--- src/rtl/uart_rx_ctrl.sv ---
// UART receive controller: frames 1 start, 8 data (LSB first), 1 stop bit from a
// synchronized line, sampling each bit at mid-period, with done/error pulses.
module uart_rx_ctrl #(
    parameter int BAUD_DIV = 434
) (
    input  logic       clk,
    input  logic       rst_n,
    input  logic       rx_sync,
    input  logic       neg_rx_int,
    output logic [7:0] rx_data,
    output logic       rx_done,
    output logic       frame_err,
    output logic       rx_busy
);

    localparam int HALF  = BAUD_DIV / 2;
    localparam int CNT_W = $clog2(BAUD_DIV);

    localparam logic [CNT_W-1:0] CNT_ZERO = {CNT_W{1'b0}};
    localparam logic [CNT_W-1:0] CNT_ONE  = CNT_W'(1);
    localparam logic [CNT_W-1:0] CNT_LAST = CNT_W'(BAUD_DIV - 1);
    localparam logic [CNT_W-1:0] CNT_HALF = CNT_W'(HALF);

    localparam logic [1:0] ST_IDLE  = 2'd0;
    localparam logic [1:0] ST_START = 2'd1;
    localparam logic [1:0] ST_DATA  = 2'd2;
    localparam logic [1:0] ST_STOP  = 2'd3;

    logic [1:0]       state_r, state_s;
    logic [CNT_W-1:0] cnt_r, cnt_s;
    logic [2:0]       bit_idx_r, bit_idx_s;
    logic [7:0]       shift_r, shift_s;
    logic [7:0]       rx_data_r, rx_data_s;
    logic             rx_done_r, rx_done_s;
    logic             frame_err_r, frame_err_s;
    logic             rx_busy_r, rx_busy_s;
    logic             mid_s;
    logic             last_s;

    assign mid_s  = (cnt_r == CNT_HALF);
    assign last_s = (cnt_r == CNT_LAST);

    // Next-state, counter, shift and output-pulse logic
    always_comb begin
        state_s     = state_r;
        cnt_s       = last_s ? CNT_ZERO : (cnt_r + CNT_ONE);
        bit_idx_s   = bit_idx_r;
        shift_s     = shift_r;
        rx_data_s   = rx_data_r;
        rx_done_s   = 1'b0;
        frame_err_s = 1'b0;
        case (state_r)
            ST_IDLE: begin
                cnt_s = CNT_ZERO;
                if (neg_rx_int) begin
                    state_s = ST_START;
                end else begin
                    state_s = ST_IDLE;
                end
            end
            ST_START: begin
                // A high line at mid start bit was only a glitch
                if (mid_s && rx_sync) begin
                    state_s = ST_IDLE;
                    cnt_s   = CNT_ZERO;
                end else if (last_s) begin
                    state_s   = ST_DATA;
                    bit_idx_s = 3'd0;
                end else begin
                    state_s = ST_START;
                end
            end
            ST_DATA: begin
                if (mid_s) begin
                    shift_s = {rx_sync, shift_r[7:1]};
                end else begin
                    shift_s = shift_r;
                end
                if (last_s) begin
                    if (bit_idx_r == 3'd7) begin
                        state_s   = ST_STOP;
                        bit_idx_s = 3'd0;
                    end else begin
                        bit_idx_s = bit_idx_r + 3'd1;
                    end
                end else begin
                    bit_idx_s = bit_idx_r;
                end
            end
            ST_STOP: begin
                // Leave at the stop sample so a new start edge late in the stop bit is caught
                if (mid_s) begin
                    state_s = ST_IDLE;
                    cnt_s   = CNT_ZERO;
                    if (rx_sync) begin
                        rx_done_s = 1'b1;
                        rx_data_s = shift_r;
                    end else begin
                        frame_err_s = 1'b1;
                    end
                end else begin
                    state_s = ST_STOP;
                end
            end
            default: begin
                state_s   = ST_IDLE;
                cnt_s     = CNT_ZERO;
                bit_idx_s = 3'd0;
            end
        endcase
        rx_busy_s = (state_s != ST_IDLE) | rx_done_s | frame_err_s;
    end

    // State and registered outputs
    always_ff @(posedge clk or negedge rst_n) begin
        if (!rst_n) begin
            state_r     <= ST_IDLE;
            cnt_r       <= CNT_ZERO;
            bit_idx_r   <= 3'd0;
            shift_r     <= 8'h00;
            rx_data_r   <= 8'h00;
            rx_done_r   <= 1'b0;
            frame_err_r <= 1'b0;
            rx_busy_r   <= 1'b0;
        end else begin
            state_r     <= state_s;
            cnt_r       <= cnt_s;
            bit_idx_r   <= bit_idx_s;
            shift_r     <= shift_s;
            rx_data_r   <= rx_data_s;
            rx_done_r   <= rx_done_s;
            frame_err_r <= frame_err_s;
            rx_busy_r   <= rx_busy_s;
        end
    end

    assign rx_data   = rx_data_r;
    assign rx_done   = rx_done_r;
    assign frame_err = frame_err_r;
    assign rx_busy   = rx_busy_r;

endmodule

--- config.mk ---
export PLATFORM = sky130hd
export DESIGN_NAME = uart_rx_ctrl
export DESIGN_NICKNAME = d
export VERILOG_FILES = /design/src/rtl/uart_rx_ctrl.sv
export SDC_FILE = /design/constraint.sdc
export NUM_CORES = 1
export LEC_CHECK = 0
export ABC_AREA = 1
export BUFFER_PORTS_ARGS = -buffer_cell sky130_fd_sc_hd__buf_2
export CORE_MARGIN = 2
export CORE_UTILIZATION = 35
export DETAILED_ROUTE_END_ITERATION = 8
export PLACE_DENSITY = 0.52
export SLEW_MARGIN = 30
export SYNTH_ARGS = -nofsm -noshare
export SYNTH_HDL_FRONTEND = slang
export SYNTH_SLANG_ARGS = --single-unit
--- constraint.sdc ---
create_clock -name clk -period 1.3 [get_ports clk]
set_input_delay 0 -clock clk [delete_from_list [all_inputs] [get_ports clk]]
set_output_delay 0 -clock clk [all_outputs]
set_load 0.05 [all_outputs]
==> summary by stage, run 1 <==
Synthesis
The post-synthesis instance total is 171. The number of synthesis warnings is 0. Counting distinct cell types in the post-synthesis netlist gives 22. Of the synthesized area, sequential elements account for 53.18%. In the post-synthesis netlist, the biggest area contributors are dfrtp_1, nand2_1, inv_1, o21ai_2, nand3_1. The async set or reset register ratio after synthesis is 100.0%. The synthesized design devotes to its leading area cell type 53.18% of total area. The library cell occupying the most area in the post-synthesis netlist is dfrtp_1.

A synthesized cell averages 9.080 sq um. The number of nets in the synthesized netlist is 179. The flop and latch count out of synthesis is 33. The synthesized cell area is 1553 sq um.

The number of flops mapped to enable cells by yosys is 0. The most common flop cell mapped by yosys is dfrtp_1.

Min path
The worst hold path belongs to the class in -> async.

Outcome
The run finished, with violations left. The checks that failed: negative setup slack.

CTS
The cell sitting at the root of the clock tree is a clkbuf_8. The clock reaches the later pin of the worst-skew pair after 290 ps. The TritonCTS clock tree is done. In this run, CTS created clock tree buffers numbering 5.

The clock input transition at the sequential cells of the worst setup and hold paths is 70 ps. The clock passes through at most 2 buffers. The total number of clock tree sinks is 33. The level count of the clock H-tree is 2.

Routing
The residual DRC count is 0. The first TritonRoute pass finished after 4 iterations. The count of nets left with antenna violations once routing finished came out at 0. Wires add up to 3363 um.

Dividing the detail-routed wire length by the instance count gives 12.69 um. For this block, the via count after detailed routing is 1226. After the first detailed-routing iteration, the DRC count stood at 46. The average via count per standard cell is 4.626.

Setup path
The worst setup path is captured at a register. The cell type group with the largest total delay on the critical path is simple AND/OR/NAND/NOR gates. The category of the critical setup timing path is reg -> reg. For this design, the slowest cell found on the critical path is dfrtp_1. The delay of the slowest cell on the worst path is 390 ps.

The data required time of the critical path is 1470 ps. The signal on the critical path passes through inv_2 > ha_4 > nand2_4 > nor2_4 > nand2_4 > inv_6 > buf_6 > nand2_8 > nand2_2 > o21ai_2. STA puts the critical path data arrival time at 1590 ps. Of all nets on the critical path, the largest fanout is 8. The startpoint kind of the worst setup timing path is a register. The critical path buffer and inverter count is 3. Counting stages on the worst path, the most repeated cell is nand2_4.

Floorplan
After floorplanning, the core was divided into 24 placement rows. The I/O pin total is 15. In this run the standard cell core region covers 4324 sq um.

The initial core utilization is 35.91%. Measured along the x axis, the die boundary spans 70.61 um. The overall die area is 4985 sq um. Measured along the y axis, the die boundary spans 70.61 um.

Power
The worst-case IR drop observed on VDD is 0.3320 mV. The leakage dissipation is 0.9941 nW. In this run the power density over the cells is 864.6 nW/um^2.

The post-layout total power is 0.001814 W.

Cells and area
The post-route netlist has 45.54% of its cells at a drive strength greater than 1. The diode insertion count for antenna repair is 0. In the layout the commonest cells are dfrtp_1, nand2_1, nand2_2. Compared with the post-synthesis result, the final layout area differs by 35.13%. The library cell used most frequently in the layout, excluding fill and tap cells, is dfrtp_1. In the final design database the tool counted 220 nets. Counting the fill cells in the layout gives 428. The number of cells in the finished layout apart from fillers is 265. The finished cells cover 2098 sq um.

STA
Setup repair after global routing could not meet its margin everywhere. The slew at the pin with the worst max-slew slack is 416.5 ps. The final clock skew is 6.552 ps. The remaining max-slew budget at the tightest pin is 72.23%. The top achievable clock speed is 0.7069 GHz. The post-layout minimum cycle time is 1415 ps. The final max-slew violation count was 0. The final-report hold violation count came to 0. The final clock period utilization by the worst path is 108.8%. The worst path setup slack after routing is -114.6 ps. On the final layout, the worst hold slack is 255.6 ps. Setup violations remaining at the end of the flow were counted as 31.

Global routing
The maximum number of pins on one net before global-route repair is 34. The sum of overflow across all layers after global routing is 0. For this run, the total global-route usage over all layers was measured as 13.84%. The via count of the first global-routing pass came to 1177. The wire length of the first global-routing pass is 5375 um.

The number of antenna violations at the first check in global routing came to 0.

Placement
Input and output buffers added on the ports amount to 14. The post-DP HPWL is 2077 um. The worst-case setup slack after placement is -168.5 ps. The area of placed instances is 1758 sq um. The placer's final routability congestion estimate is 0.8384. The number of placed instances, taps included, is 247.

Flow run
The tool flagged a number of max-cap violations equal to 0.
==> stage by stage <==
step           setup TNS (ps)  utilization, %
6_report                -2343           48.52
5_1_grt                 -5782           48.52
4_1_cts                 -2388           44.79
3_5_place_dp            -3499           40.65
3_3_place_gp            -1948           40.65
2_1_floorplan          -278.1               -
==> cell usage after synthesis, types with 2 or more instances <==
library cell / count
o21ai_1: 8
inv_2: 3
nor2_1: 16
nand2_4: 2
buf_6: 2
nand2_1: 42
dfrtp_1: 33
nand4_1: 2
nand2_2: 6
o21ai_2: 7
nand3_1: 12
ha_1: 4
inv_1: 20
xor2_1: 4
nor2_4: 2
nor3_1: 2
==> where the power goes <==
part | leakage [nW] | switching, W | total (W) | internal, W
sequential | 0.421 | 0 | 0.00103 | 0.00103
clock | 0.0450 | 0.000380 | 0.000751 | 0.000371
combinational | 0.529 | 0.0000253 | 0.0000366 | 0.0000112
total | 0.994 | 0.000406 | 0.00181 | 0.00141
==> worst min-delay path, stage by stage <==
cell           delay [ps]
dlygate4sd3_1         510
buf_2                  90
buf_4                 360
==> routing by layer <==
metal / global-route usage [%] / wire length, um / vias to the layer above / share of wire (%)
met5: 0 / 0 / - / 0
met4: 6.289 / 65 / 0 / 1.9
met3: 4.274 / 105 / 6 / 3.1
met2: 22.22 / 1649 / 16 / 49
met1: 17.24 / 1542 / 586 / 46
li1: - / - / 618 / -
==> cell families (layout without fill, tap and decap cells) <==
family | after synthesis | count (layout) | synth area share (%)
AOI/OAI and AO/OA | 17 | 17 | 7.171
DFF | 33 | 33 | 53.18
buffers and inverters | 27 | 66 | 7.816
and+or+nand+nor | 85 | 88 | 25.79
adders and majority gates | 4 | 4 | 3.223
xor gates and xnor gates | 5 | 5 | 2.820
==> final timing paths <==
kind / startpoint / end / slack, ps / cells past startpoint
setup / recovery: cnt_r[1] / shift_r[5] / -110 / 10
hold / removal: rst_n / rx_busy / 260 / 3
setup reg to reg: cnt_r[1] / shift_r[5] / -110 / 10
hold reg to reg: shift_r[7] / shift_r[7] / 480 / 2
max in group asynchronous: rst_n / cnt_r[3] / 730 / 3
min in group clk: shift_r[7] / shift_r[7] / 480 / 2
==> layout make-up <==
| type | count | area, sq um | area share, % |
|---|---|---|---|
| inverter | 25 | 100.1 | 4.770 |
| clock buffer | 6 | 72.57 | 3.459 |
| sequential | 33 | 825.8 | 39.36 |
| clock inverter | 2 | 10.01 | 0.4770 |
| timing repair buffer | 33 | 227.7 | 10.85 |
| tap | 52 | 65.06 | 3.101 |
| multi-input combinational | 114 | 797.0 | 37.98 |
==> what timing repair did <==
item / in CTS / in global routing
setup endpoints to repair: 32 / 33
pin swaps: 2 / 16
setup buffers: 1 / 3
endpoints found under the hold margin: 35 / 0
hold buffers: 3 / 0
gates resized for setup: 13 / 34
cloned: 1 / 2
==> sequential cells by signal, summed over array words and instances, names as in the netlist <==
signal     cells
bit_idx_r      3
cnt_r          9
frame_err      1
rx_busy        1
rx_data        8
rx_done        1
shift_r        8
state_r        2
(Power assumes the default switching activity.)
==> run 2, diff against run 1 <==
--- a/config.mk
+++ b/config.mk
@@ -5,7 +5,6 @@
 export SDC_FILE = /design/constraint.sdc
 export NUM_CORES = 1
 export LEC_CHECK = 0
-export ABC_AREA = 1
 export BUFFER_PORTS_ARGS = -buffer_cell sky130_fd_sc_hd__buf_2
 export CORE_MARGIN = 2
 export CORE_UTILIZATION = 35
==> summary by stage, run 2 <==
Setup path
STA classifies the critical path startpoint as a register. The data required time of the critical path is 1520 ps. The number of cells on the worst reg-to-reg path is 6. The worst register-to-register path ends at cnt_r[6]. The cell with the biggest individual delay on the critical path is dfrtp_1.

The category of the critical setup timing path is reg -> reg. Data on the critical path arrives at its endpoint at 1840 ps. The critical path buffer and inverter count is 1.

The largest fanout on the critical path is 4. Walking the worst path, the cells encountered are ha_2 > and4b_2 > and2_4 > a221o_1 > buf_4 > nor2_2. Tracing the worst setup path back leads to its startpoint at cnt_r[0].

The worst flop-to-flop path startpoint is cnt_r[0]. The cell type group with the largest total delay on the critical path is simple AND/OR/NAND/NOR gates. The delay of the slowest cell on the worst path is 380 ps. The worst setup path is captured at a register. Across all register-to-register paths, the minimum setup slack is -320 ps.

Floorplan
The floorplan has 23 rows. The die width is 68.87 um. The overall die area is 4742 sq um. Once the floorplan was initialized, standard cells occupied 36.55% of the core. The core footprint is 4029 sq um. The vertical die dimension is 68.87 um.

Pin placement for this block handled 15 I/O pins.

Placement
Counting tap cells, the placed design contains a total of 197 instances. The post-DP HPWL is 1974 um. After detailed placement, the total cell area comes to 1782 sq um. Input and output buffers added on the ports amount to 14. The placer's final routability congestion estimate is 0.8330. Timing analysis after detailed placement gives a worst setup slack of -337.7 ps.

Global routing
The maximum number of pins on one net before global-route repair is 19. Global routing used 13.90% of the available tracks across all layers. The number of antenna violations at the first check in global routing came to 0. The wire length of the first global-routing pass is 4733 um. The via count of the first global-routing pass is 1059. The sum of overflow across all layers after global routing is 0.

CTS
The number of CTS-inserted buffers is 5. The source-to-sink clock delay at the later pin of the worst-skew pair is 290 ps. The tree built by TritonCTS fans out to 33 sinks.

The number of buffers on the longest clock path is 2. The H-tree generated during clock tree synthesis spans 2 levels. The CTS root buffer is clkbuf_8. TritonCTS built the clock tree.

The clock input transition at the sequential cells of the worst setup and hold paths is 70 ps.

Routing
Signal routing reaches up to met4. Dividing the detail-routed wire length by the instance count gives 13.06 um. The count of nets left with antenna violations once routing finished came out at 0.

Wire segments on met3 add up to 115 um in the final route. Using the TritonRoute via totals, the vias-per-cell ratio works out to 4.806. The routed layout has 1014 vias. The count of routing violations after the opening detailed-route iteration is 30. After detailed routing, the met2 layer carries 1314 um of wire. The residual DRC count is 0.

The total length of routed wires is 2755 um. The total iterations of the first detailed-routing run is 3. The detailed-route wire length on metal 1 is 1269 um.

Synthesis
The area share of the leading cell type in the synthesized netlist is 56.07%. The number of nets in the synthesized netlist is 123. Sorting the synthesized cells by area gives the leading types as dfrtp_1, mux2_1, nor2_2, xor2_1, ha_1.

The post-synthesis instance total is 115. After synthesis, the netlist uses 36 different library cells. By count the netlist is led by dfrtp_1, mux2_1, nor2_2, nand2_1, xor2_1.

In the synthesized netlist the dominant register cell turns out to be dfrtp_1. The number of flops mapped to enable cells by yosys is 0. In the synthesized netlist the async set-or-reset flop fraction comes to 100.0%.

The synthesized area divided by synthesized cell count is 12.81 sq um. In this run the cell area of the synthesized design comes to 1473 sq um. The most frequently used cell type in the post-synthesis netlist is dfrtp_1. Sequential cells were found to cover 56.07% of the synthesized design area.

The Yosys step of the flow raised 0 warnings. The library cell occupying the most area in the post-synthesis netlist is dfrtp_1. The flop and latch count out of synthesis is 33.

STA
The post-layout minimum cycle time is 1616 ps. After layout, the worst path uses 124.3% of the clock period. Timing would allow up to 0.6190 GHz. Setup repair after global routing could not meet its margin everywhere. The remaining max-slew budget at the tightest pin is 73.46%. The final-report hold violation count is 0. Across all setup checks in the final design, the least slack found is -315.6 ps. The final clock skew is 5.052 ps. Setup violations remaining at the end of the flow were counted as 31.

The slew at the pin with the worst max-slew slack is 398.1 ps. Adding up every negative setup slack in the final design gives -8160 ps. The final max-slew violation count came to 0.

Cells and area
Of the cells placed in the final design, the portion with a size suffix greater than 1 is 51.55%. The most common library cell in the layout ignoring fill and taps is dfrtp_1. The sequential cells in the finished layout cover a total of 825.8 sq um. The register with the most flip-flops is cnt_r.

The number of flip-flops in the largest register is 9. From synthesis to final layout, the design area changed by 41.21%. The finished cells cover 2079 sq um. The number of cells in the finished layout apart from fillers is 211. The footprint of the multi-input gates is 744.5 sq um. The number of nets in the finished design is 168. The library cells used most frequently in the layout, excluding fill and tap cells, are dfrtp_1, buf_4, buf_2. The number of fillers in the final layout is 374. The repair_antennas step left the layout with diodes totalling 0.

Flow run
The number of violations of the max-capacitance limit is 0.

Power
Power spread over the standard cell area amounts to 1062 nW/um^2. The post-layout total power is 0.002207 W. The leakage dissipation is 1.019 nW. The largest voltage drop on the vdd net is 0.6354 mV.

Min path
In this run the worst hold path is classified as in -> async.

Outcome
The checks that failed: negative setup slack. The run finished, with violations left.
==> run 2: changes by cell type after synthesis, sizes merged, moves of 2 or more <==
cell	previous run	this run
and2	0	2
inv	24	1
xor2	4	6
mux2	0	17
o21ai	16	2
nand3	13	5
nor2b	0	2
nor2	18	13
nand2	50	8
clkbuf	0	2
==> run 2: worst max-delay path by stage <==
stage	endpoint	cells past startpoint
3_3_place_gp	cnt_r[4]	6
3_5_place_dp	cnt_r[5]	6
5_1_grt	cnt_r[0]	6
2_1_floorplan	cnt_r[3]	6
6_report	cnt_r[6]	6
4_1_cts	cnt_r[2]	6
==> run 2: worst register-to-register path, cell delays in order, from the launching register on <==
cell and delay (ps):
dfrtp_1 380, ha_2 180, and4b_2 230, and2_4 160
a221o_1 330, buf_4 170, nor2_2 100
==> run 2: through the flow <==
stage	hold slack [ps]	utilization, %
global route	196.0	51.61
global placement	-59.64	44.22
finish	168.2	51.61
floorplan	-295.6	-
detailed placement	-47.66	44.22
CTS	186.5	50.16
==> run 2: timing repair <==
item                       CTS  global route
setup endpoints to repair   32            33
hold buffers                 3             0
hold endpoints to repair    35             0
buffers inserted             1             1
cloned                       0             1
pin swaps                    4             0
gates resized for setup     17            12
==> run 2: layer usage <==
metal	vias to the layer above	track usage [%]
met1	500	16.38
met4	0	6.618
met2	14	22.60
met3	6	4.870
li1	494	-
met5	-	0
==> run 2: cells by family after synthesis <==
logic type / synth area share (%)
flops: 56.07
compound gates: 5.267
xor+xnor: 4.163
mux: 13.00
simple gates: 16.57
buf+inv: 1.529
fa+ha+maj: 3.399
==> run 2: area by class of cell <==
cell class / instances / share of cell area (%)
clock buffer: 5 / 3.309
clock inverter: 3 / 3.129
inverter: 1 / 0.1805
multi-input combinational: 78 / 35.80
sequential: 33 / 39.71
tap: 50 / 3.008
timing repair buffer: 41 / 14.86
==> run 2: power breakdown <==
| group | switching, W | total, W | internal, W |
|---|---|---|---|
| clock network | 0.000372 | 0.00113 | 0.000761 |
| logic | 0.0000276 | 0.0000447 | 0.0000171 |
| registers | 0.00000105 | 0.00103 | 0.00103 |
| total | 0.000401 | 0.00221 | 0.00181 |
==> run 3, diff against run 2 <==
--- a/config.mk
+++ b/config.mk
@@ -9,7 +9,7 @@
 export CORE_MARGIN = 2
 export CORE_UTILIZATION = 35
 export DETAILED_ROUTE_END_ITERATION = 8
-export PLACE_DENSITY = 0.52
+export PLACE_DENSITY_LB_ADDON = 0.2
 export SLEW_MARGIN = 30
 export SYNTH_ARGS = -nofsm -noshare
 export SYNTH_HDL_FRONTEND = slang
==> summary by stage, run 3 (synthesized netlist as in run 2, its figures left out) <==
Outcome
The run finished, with violations left. The final reports fail on negative setup slack.

STA
Timing would allow up to 0.6107 GHz. The number of endpoints failing setup at the final stage is 32. The worst path setup slack after routing is -337.5 ps. The slew at the pin with the worst max-slew slack is 376.4 ps.

The final clock skew is 2.022 ps. The final worst hold slack is 51.94 ps. The final clock period utilization by the worst path is 126.0%. The final max-slew violation count is 0. The final-report hold violation count is 0.

Setup repair after global routing could not meet its margin everywhere. The post-layout minimum cycle time is 1638 ps. Measured against its own limit, the worst slew margin works out to 74.90%.

CTS
Clock latency on the worst-skew pair, taken at its later pin, is 280 ps. CTS built an H-tree with a depth of 2. The CTS root buffer is clkbuf_8.

The clock passes through at most 2 buffers. The TritonCTS clock tree is done. Clock-pin slew was measured on the worst setup and hold paths at 60 ps. The tree built by TritonCTS fans out to 33 sinks. Buffers inserted during clock tree synthesis total 5.

Min path
The worst hold path was traced through 2 stages. The origin of the worst min-delay path is rx_sync. The path class of the tightest hold or removal check is in -> reg. The worst-case hold path end point is shift_r[7].

Power
Registers are responsible for 52.0% of the overall power. Summed over all cells, the static leakage comes to 1.010 nW. The internal portion of the total power is 0.001603 W. Summed over all nets, the switching power comes to 0.0003785 W. The share of total power in the clock network is 45.7%. The post-layout total power is 0.001982 W.

Net switching is 19.10% of the power. Per report_power, the combinational group accounts for 2.3% of the total. In this run the power density over the cells is 945.0 nW/um^2. The largest voltage drop on the vdd net is 0.4713 mV.

Global routing
The global routing stage identified its most utilized layer as met2. The via count of the first global-routing pass is 1025. The sum of overflow across all layers after global routing is 0. The global-route met1 utilization is 17.03%.

The met3 demand-to-capacity share in global routing is 5.682%. The met2 layer usage reported by global route is 22.96%. The maximum number of pins on one net before global-route repair is 20. The number of antenna violations at the first check in global routing came to 0. The first global-routing pass estimated 4905 um of wire.

The total global-route track usage is 14.70%.

Cells and area
Compared with the post-synthesis result, the final layout area differs by 42.40%. The footprint of the flip-flops and latches is 825.8 sq um. The repair_antennas step left the layout with diodes totalling 0.

The number of flip-flops in the largest register is 9. The most common library cell in the layout ignoring fill and taps is dfrtp_1. The footprint of the multi-input gates is 765.7 sq um. The top cell types in the final layout, fill and taps aside, are dfrtp_1, buf_4, mux2_4. The number of fillers in the final layout is 363.

In the final layout, the share of cells above drive strength 1 is 53.70%. The number of nets in the finished design is 170. The register with the most flip-flops in the final layout is cnt_r.

Setup path
At the worst endpoint, the arrival time is 1800 ps. In this design, the stage delay of the slowest critical-path cell is 380 ps. STA classifies the critical path startpoint as a register. Counting buffers and inverters, the worst setup path is 7 cells deep.

The data required time of the critical path is 1470 ps. The cell type group with the largest total delay on the critical path is simple AND/OR/NAND/NOR gates. The critical path buffer and inverter count is 2. The number of cells on the worst reg-to-reg path is 7. Walking the worst path, the cells encountered are inv_1 > ha_2 > and4b_2 > and2_4 > buf_6 > nand2_8 > mux2_4. The reg-to-reg critical path endpoint is shift_r[7]. For flop-to-flop paths, the worst setup slack is -340 ps. The slowest stage of the critical path is the dfrtp_1 cell. The worst register-to-register path begins at cnt_r[1]. In this run the worst path has a maximum fanout of 8. The category of the critical setup timing path is reg -> reg. STA classifies the critical path endpoint as a register.

Floorplan
The vertical die dimension is 68.87 um. The core region is 4029 sq um. The die covers 4742 sq um. In this run the count of I/O pins placed on the die edge is 15. Once the floorplan was initialized, standard cells occupied 36.55% of the core.

The floorplan step set the die width to 68.87 um. The floorplan has 23 rows.

Routing
In this run, the number of DRC markers left after iteration 0 of detailed routing was 33. Before antenna repair, the detailed router went through 4 iterations. The routed design has 3003 um of wire. The residual DRC count is 0. The routed length per instance is 14.17 um. The via count is 1026. The detail route stage leaves a number of antenna-violating nets equal to 0. In the routed layout, each cell is associated on average with a via count of 4.840.

Placement
The placer's final routability congestion estimate is 0.7621. The number of buffers added on ports is 14. At the placement stage, the worst setup path has a slack of -359.4 ps. Detailed placement finished with a half-perimeter wire length of 2060 um.

Flow run
Across the run, the number of max-cap violations was 0.
## run 3: worst max path at each step
stage,end,from,slack [ps]
2_1_floorplan,cnt_r[3],cnt_r[0],-300
3_3_place_gp,rx_data[6],cnt_r[1],-300
3_5_place_dp,rx_data[3],cnt_r[1],-360
4_1_cts,cnt_r[7],cnt_r[0],-330
5_1_grt,shift_r[2],cnt_r[1],-400
6_report,shift_r[7],cnt_r[1],-340
## run 3: timing repair
item,in CTS,in global routing
resized for setup,27,10
endpoints found under the hold margin,35,0
gates cloned,0,1
pin swaps,3,11
hold buffers,3,0
endpoints found under the setup margin,32,33
setup buffers,1,2
## run 3: cell type report
cell class,instances,area share [%]
clock buffers,5,3.282
flip-flops and latches,33,39.38
multi-input cells,78,36.52
inverters,1,0.1790
clock inverters,2,1.671
repair buffers,43,15.99
well taps,50,2.983
## run 3: worst register-to-register path, cell delays in order, from the launching register on
cell	delay (ps)
dfrtp_1	380
inv_1	60
ha_2	150
and4b_2	270
and2_4	160
buf_6	110
nand2_8	80
mux2_4	310
## run 3: routing by layer
layer / vias to the layer above / part of all wire (%)
li1: 497 / -
met1: 505 / 45
met2: 16 / 49
met3: 8 / 3.8
met4: 0 / 2.8
met5: - / 0
## run 3: stage by stage
| stage | cells | cell area (sq um) | setup TNS (ps) | utilization, % |
|---|---|---|---|---|
| 2_1_floorplan | 115 | 1485 | -7783 | - |
| 3_3_place_gp | 198 | 1789 | -8183 | 44.41 |
| 3_5_place_dp | 198 | 1789 | -9467 | 44.41 |
| 4_1_cts | 209 | 2039 | -8112 | 50.62 |
| 5_1_grt | 212 | 2097 | -11620 | 52.05 |
| 6_report | 212 | 2097 | -9381 | 52.05 |
## run 3: power by group through the flow
stage	Clock [W]	Combinational [W]	Sequential, W
floorplan	0	0.00000296	0.00105
global placement	0	0.0000370	0.00105
detailed placement	0	0.0000381	0.00105
CTS	0.000940	0.0000478	0.00103
global route	0.000988	0.0000521	0.00103
finish	0.000906	0.0000457	0.00103
